File: config.mk
export PLATFORM = sky130hd
export DESIGN_NAME = dmem_arbiter_flat
export DESIGN_NICKNAME = d
export VERILOG_FILES = /design/src/rtl/dmem_arbiter_if.sv /design/src/rtl/dmem_arbiter.sv /design/src/flat_wrapper.sv
export SDC_FILE = /design/constraint.sdc
export NUM_CORES = 1
export LEC_CHECK = 0
export ABC_CLOCK_PERIOD_IN_PS = 1400
export BUFFER_PORTS_ARGS = -buffer_cell sky130_fd_sc_hd__buf_2
export CORE_MARGIN = 2
export CORE_UTILIZATION = 30
export DETAILED_ROUTE_END_ITERATION = 16
export GPL_TIMING_DRIVEN = 0
export PLACE_DENSITY = 0.63
export SYNTH_ARGS = -nofsm -noshare
export SYNTH_HDL_FRONTEND = slang
export SYNTH_SLANG_ARGS = --single-unit
export TNS_END_PERCENT = 100
File: constraint.sdc
create_clock -name clk -period 1.4 [get_ports clk]
set_input_delay 0.14 -clock clk [delete_from_list [all_inputs] [get_ports clk]]
set_output_delay 0.14 -clock clk [all_outputs]
set_load 0.05 [all_outputs]
File: src/rtl/dmem_arbiter_if.sv
// dmem_arbiter_if: bundles the core, ext and memory buses of the data-memory arbiter
//   slave  : arbiter side (takes requests and mem_rdata, drives acks/rdata/memory controls)
//   master : environment side (pipeline, loader and memory model)
interface dmem_arbiter_if #(
  parameter int DW = 32,
  parameter int AW = 32
);
  logic          core_req;
  logic          core_we;
  logic [AW-1:0] core_addr;
  logic [DW-1:0] core_wdata;
  logic [DW-1:0] core_rdata;
  logic          core_ack;
  logic          core_stall;
  logic          ext_req;
  logic          ext_we;
  logic [AW-1:0] ext_addr;
  logic [DW-1:0] ext_wdata;
  logic [DW-1:0] ext_rdata;
  logic          ext_done;
  logic          mem_en;
  logic          mem_we;
  logic [AW-1:0] mem_addr;
  logic [DW-1:0] mem_wdata;
  logic [DW-1:0] mem_rdata;
  modport slave (
    input  core_req, core_we, core_addr, core_wdata,
    output core_rdata, core_ack, core_stall,
    input  ext_req, ext_we, ext_addr, ext_wdata,
    output ext_rdata, ext_done,
    output mem_en, mem_we, mem_addr, mem_wdata,
    input  mem_rdata
  );
  modport master (
    output core_req, core_we, core_addr, core_wdata,
    input  core_rdata, core_ack, core_stall,
    output ext_req, ext_we, ext_addr, ext_wdata,
    input  ext_rdata, ext_done,
    input  mem_en, mem_we, mem_addr, mem_wdata,
    output mem_rdata
  );
endinterface

File: src/rtl/dmem_arbiter.sv
// dmem_arbiter: shares the single-port data memory between the core memory stage and an ext loader port
//   clk  : rising-edge clock
//   rstn : asynchronous active-low reset
//   bus  : core request/ack/stall, ext request/done and memory controls (dmem_arbiter_if.slave)
module dmem_arbiter #(
  parameter int DW         = 32,
  parameter int AW         = 32,
  parameter int MEM_LAT    = 2,
  parameter int STARVE_MAX = 4
) (
  input logic           clk,
  input logic           rstn,
  dmem_arbiter_if.slave bus
);
  localparam int CW = MEM_LAT > 1 ? $clog2(MEM_LAT) : 1;
  localparam int SW = $clog2(STARVE_MAX + 1);
  localparam logic [CW-1:0] LAST = CW'(MEM_LAT - 1);
  localparam logic [SW-1:0] SMAX = SW'(STARVE_MAX);
  typedef enum logic [1:0] {IDLE, CORE_ACC, EXT_ACC} state_t;
  state_t        state, nextState;
  logic [CW-1:0] cnt;
  logic [SW-1:0] starve;
  logic          latWe;
  logic [AW-1:0] latAddr;
  logic [DW-1:0] latWdata;
  logic          busy, lastBeat, extWin, grant;
  always_comb begin
    busy            = state != IDLE;
    lastBeat        = busy && cnt == LAST;
    extWin          = bus.ext_req && (starve == SMAX || !bus.core_req);
    nextState       = !busy ? (extWin ? EXT_ACC : (bus.core_req ? CORE_ACC : IDLE))
                            : (lastBeat ? IDLE : state);
    grant           = !busy && nextState != IDLE;
    bus.mem_en      = busy;
    bus.mem_we      = busy && latWe;
    bus.mem_addr    = latAddr;
    bus.mem_wdata   = latWdata;
    bus.core_ack    = state == CORE_ACC && lastBeat;
    bus.ext_done    = state == EXT_ACC && lastBeat;
    bus.core_rdata  = bus.core_ack ? bus.mem_rdata : '0;
    bus.ext_rdata   = bus.ext_done ? bus.mem_rdata : '0;
    // gated by rstn so the stall drops the moment reset asserts
    bus.core_stall  = rstn && bus.core_req && !bus.core_ack;
  end
  always_ff @(posedge clk or negedge rstn) begin
    if (!rstn) begin
      state    <= IDLE;
      cnt      <= '0;
      starve   <= '0;
      latWe    <= 1'b0;
      latAddr  <= '0;
      latWdata <= '0;
    end else begin
      state  <= nextState;
      cnt    <= grant ? '0 : (busy ? cnt + 1'b1 : cnt);
      starve <= (grant && extWin) ? '0
              : (bus.ext_req && state != EXT_ACC && starve != SMAX) ? starve + 1'b1 : starve;
      if (grant) begin
        latWe    <= extWin ? bus.ext_we    : bus.core_we;
        latAddr  <= extWin ? bus.ext_addr  : bus.core_addr;
        latWdata <= extWin ? bus.ext_wdata : bus.core_wdata;
      end
    end
  end
endmodule
File: src/flat_wrapper.sv
// flat-port wrapper written by rule: the top's interface ports become plain ports
module dmem_arbiter_flat 
#(
  parameter int DW         = 32,
  parameter int AW         = 32,
  parameter int MEM_LAT    = 2,
  parameter int STARVE_MAX = 4
)
  (clk, rstn, bus_core_req, bus_core_we, bus_core_addr, bus_core_wdata, bus_core_rdata, bus_core_ack, bus_core_stall, bus_ext_req, bus_ext_we, bus_ext_addr, bus_ext_wdata, bus_ext_rdata, bus_ext_done, bus_mem_en, bus_mem_we, bus_mem_addr, bus_mem_wdata, bus_mem_rdata);
  dmem_arbiter_if #(.DW(DW), .AW(AW)) bus_i ();
  input logic clk;
  input logic rstn;
  input wire logic [$bits(bus_i.core_req)-1:0] bus_core_req;
  input wire logic [$bits(bus_i.core_we)-1:0] bus_core_we;
  input wire logic [$bits(bus_i.core_addr)-1:0] bus_core_addr;
  input wire logic [$bits(bus_i.core_wdata)-1:0] bus_core_wdata;
  output wire logic [$bits(bus_i.core_rdata)-1:0] bus_core_rdata;
  output wire logic [$bits(bus_i.core_ack)-1:0] bus_core_ack;
  output wire logic [$bits(bus_i.core_stall)-1:0] bus_core_stall;
  input wire logic [$bits(bus_i.ext_req)-1:0] bus_ext_req;
  input wire logic [$bits(bus_i.ext_we)-1:0] bus_ext_we;
  input wire logic [$bits(bus_i.ext_addr)-1:0] bus_ext_addr;
  input wire logic [$bits(bus_i.ext_wdata)-1:0] bus_ext_wdata;
  output wire logic [$bits(bus_i.ext_rdata)-1:0] bus_ext_rdata;
  output wire logic [$bits(bus_i.ext_done)-1:0] bus_ext_done;
  output wire logic [$bits(bus_i.mem_en)-1:0] bus_mem_en;
  output wire logic [$bits(bus_i.mem_we)-1:0] bus_mem_we;
  output wire logic [$bits(bus_i.mem_addr)-1:0] bus_mem_addr;
  output wire logic [$bits(bus_i.mem_wdata)-1:0] bus_mem_wdata;
  input wire logic [$bits(bus_i.mem_rdata)-1:0] bus_mem_rdata;
  assign bus_i.core_req = bus_core_req;
  assign bus_i.core_we = bus_core_we;
  assign bus_i.core_addr = bus_core_addr;
  assign bus_i.core_wdata = bus_core_wdata;
  assign bus_core_rdata = bus_i.core_rdata;
  assign bus_core_ack = bus_i.core_ack;
  assign bus_core_stall = bus_i.core_stall;
  assign bus_i.ext_req = bus_ext_req;
  assign bus_i.ext_we = bus_ext_we;
  assign bus_i.ext_addr = bus_ext_addr;
  assign bus_i.ext_wdata = bus_ext_wdata;
  assign bus_ext_rdata = bus_i.ext_rdata;
  assign bus_ext_done = bus_i.ext_done;
  assign bus_mem_en = bus_i.mem_en;
  assign bus_mem_we = bus_i.mem_we;
  assign bus_mem_addr = bus_i.mem_addr;
  assign bus_mem_wdata = bus_i.mem_wdata;
  assign bus_i.mem_rdata = bus_mem_rdata;
  dmem_arbiter #(.DW(DW), .AW(AW), .MEM_LAT(MEM_LAT), .STARVE_MAX(STARVE_MAX)) u_core (.clk(clk), .rstn(rstn), .bus(bus_i));
endmodule
==> flow_summary.yaml <==
global_routing:
  grt_overflow: 0
  grt_max_degree: 46
  grt_usage: 0.271
  grt_pass1_wl_um: 33500
  grt_pass1_vias: 5911
  antenna_found_initial: 0
power:
  ir_drop_uv: 1320
  power.leakage_nw: 4.43
  power_density_nw_per_um2: 2470
  total_power_mw: 23.3
setup_path:
  crit_chain: "inv_4 -> nor3b_4 -> buf_12 -> buf_8 -> and2_4 -> buf_8"
  cp_data_required_time_ns: 1.26
  path_max_fanout: 10
  worst_path_max_delay_cell: "dfrtp_1"
  cp_common_cell: "buf_8"
  start_kind: "register"
  ff2ff_setup_slack_ns: -0.24
  criticalPathCategory: "register to output port"
  cp_slowest_stage_delay_ns: 0.39
  arrival_ns: 1.65
  endpoint_kind: "output port"
clock_network:
  clock_latency_ns: 0.34
  cts_tree: "yes"
  cts_max_level: 3
  numCtsBuffers: 9
  cts-root-buf: "clkbuf_16"
  clock-sinks: 71
  clkTransAtPathRegs_ns: 0.07
  cts_buffer_depth: 2
timing:
  setup_viol_count_final: 135
  worst_pin_slew_ns: 0.645
  grt_setup_unrepaired: "yes"
  max_freq_ghz: 0.559
  slew_viol_final: 0
  min_period_over_period: 1.28
  slew_headroom: 0.570
  hold_violations: 0
  finalCriticalPeriod_ns: 1.79
  clock_skew_ns: 0.00856
  setup_slack_ns: -0.389
synth:
  synth_cells: 492
  synth_fp_nets: 660
  yosysSeqAreaShare: 0.394
  yosys_register_bits: 71
  synth_area_per_cell_um2: 9.18
  yosysUniqueCellTypes: 30
  ys_warn_count: 0
  netlist_area_um2: 4510
floorplanning:
  dieHeight_um: 127
  io_pins: 299
  initial_core_util: 0.308
  rows: 44
  core_area_um2: 14600
  dieArea_um2: 16000
  die_x_um: 127
run_status:
  violations: "setup timing"
  status: "finished, violations left"
finish:
  area_growth_pct: 109
  nets: 1049
  stdcell_count: 1070
  postLayoutCoreUtil: 0.644
  drive_gt1_frac: 0.677
  fillers: 1150
  antennaDiodeCount: 0
routing:
  dr.pass1.iters: 11
  viasPerCell: 5.45
  initialDrtViolationCount: 287
  vias: 5835
  drc: 0
  antenna_left: 0
  post_drt_wl_per_cell_um: 21.3
  totalWireLength_um: 22700
place:
  port_buffers: 297
  gp_congestion: 0.824
  dp.cells: 974
  dpl.hpwl_um: 13300
hold_path:
  hold_class: "input port to register"
job:
  drv_cap: 0
==> through the flow <==
stage               hold WS (ns)  worst slack (ns)  setup TNS, ns  cell area [µm²]
floorplan                 -0.156           -0.0670          -1.87             4710
global placement           0.400            -0.754         -66.96             6430
detailed placement         0.101            -0.561         -45.31             6460
CTS                       0.0473            -0.338         -31.26             9110
global route              0.0668            -0.445         -41.38             9430
finish                    0.0584            -0.389         -34.45             9430
==> power by group <==
part | switching [mW] | leakage (nW) | internal, mW
Sequential | 0.631 | 0.867 | 3.09
Combinational | 9.73 | 3.40 | 7.23
Clock | 0.932 | 0.158 | 1.65
==> state kept, by name, summed over array words and instances, names as in the netlist <==
signal and flops:
u_core.cnt 1, u_core.bus.mem_wdata 32, u_core.latWe 1, u_core.starve 3, u_core.bus.mem_addr 32, u_core.state 2
==> synthesized netlist by cell type <==
cell type  count  share of area
clkbuf_1      33          0.027
inv_1         70          0.058
o221ai_2      40           0.13
buf_4          7          0.012
buf_6          5          0.012
nor3b_2        1         0.0028
a21bo_2        1         0.0022
nand2_1        3         0.0025
o2bb2ai_1      1         0.0019
nand3_1       65          0.072
o31ai_1        2         0.0033
nand2b_1       1         0.0014
and2_1        33          0.046
a311oi_1       1         0.0019
xnor2_1        1         0.0019
nor2_1         5         0.0042
a21oi_1        3         0.0033
nand4_1       67          0.093
nor2b_1        2         0.0028
and2_4         1         0.0019
a21o_1         1         0.0017
and3_1        33          0.046
o221ai_1      25          0.049
dfrtp_1       71           0.39
ha_1           2         0.0055
or2_4          1         0.0019
nor2_4         1         0.0025
buf_1          4         0.0033
buf_2         11          0.012
a31oi_1        1         0.0014
==> path summary, 6_finish.rpt <==
| kind | endpoint | depth (start not counted) | start |
|---|---|---|---|
| worst max-delay path | bus_core_rdata[21] | 6 | u_core.cnt$_DFFE_PN0P_ |
| worst min-delay path | u_core.bus.mem_wdata[19]$_DFFE_PN0P_ | 3 | bus_ext_wdata[19] |
| worst max register to register | u_core.bus.mem_wdata[6]$_DFFE_PN0P_ | 8 | u_core.state[0]$_DFF_PN0_ |
| worst min register to register | u_core.bus.mem_wdata[3]$_DFFE_PN0P_ | 2 | u_core.bus.mem_wdata[3]$_DFFE_PN0P_ |
| max in group asynchronous | u_core.state[1]$_DFF_PN0_ | 3 | rstn |
| min in group asynchronous | u_core.bus.mem_addr[13]$_DFFE_PN0P_ | 3 | rstn |
==> cells in the final DEF, fill, tap and decap left out, drive strengths merged, types with 2 or more instances in the layout <==
master    instances
nand3            65
and3             33
bufinv            2
clkinvlp          2
buf             401
ha                2
clkbuf           46
inv              70
o31ai             2
nor2b             2
o221ai           65
nand4            67
dfrtp            71
and2             34
nand2             3
a21oi             3
nor2              6
==> worst max-delay path: cells and delay by family, from the launching register on <==
family / cells / cell delay, ns
simple gates: 2 / 0.40
buf+inv: 4 / 0.51
flops: 1 / 0.39
==> routing by layer <==
metal,GRT usage,share of wire,wire length [µm]
met5,0,0,0
met1,0.306,0.37,8500
met2,0.489,0.52,11900
met3,0.0544,0.065,1490
met4,0.129,0.040,902
==> kinds of logic after synthesis <==
family | count (synthesis) | synth area share
simple gates | 213 | 0.276
compound gates | 75 | 0.197
buf+inv | 130 | 0.125
fa+ha+maj | 2 | 0.00554
flops | 71 | 0.394
xor+xnor | 1 | 0.00194
==> repair_timing <==
action	4_1_cts	5_1_grt
endpoints found under the setup margin	136	138
hold buffers	2	1
setup buffers	40	28
pin swaps	45	34
endpoints found under the hold margin	27	71
gates resized for setup	392	82
gates cloned	24	3
==> final cells by class <==
type                    count  area [µm²]  share of cell area
well taps                 184         230              0.0244
multi-input cells         291        2740               0.291
flip-flops and latches     71        1780               0.189
plain buffers              56         731              0.0775
clock buffers              11         253              0.0268
clock inverters             5        80.1             0.00849
inverters                  70         265              0.0281
repair buffers            382        3350               0.355
Note: power is estimated with default switching activity, not from simulation.
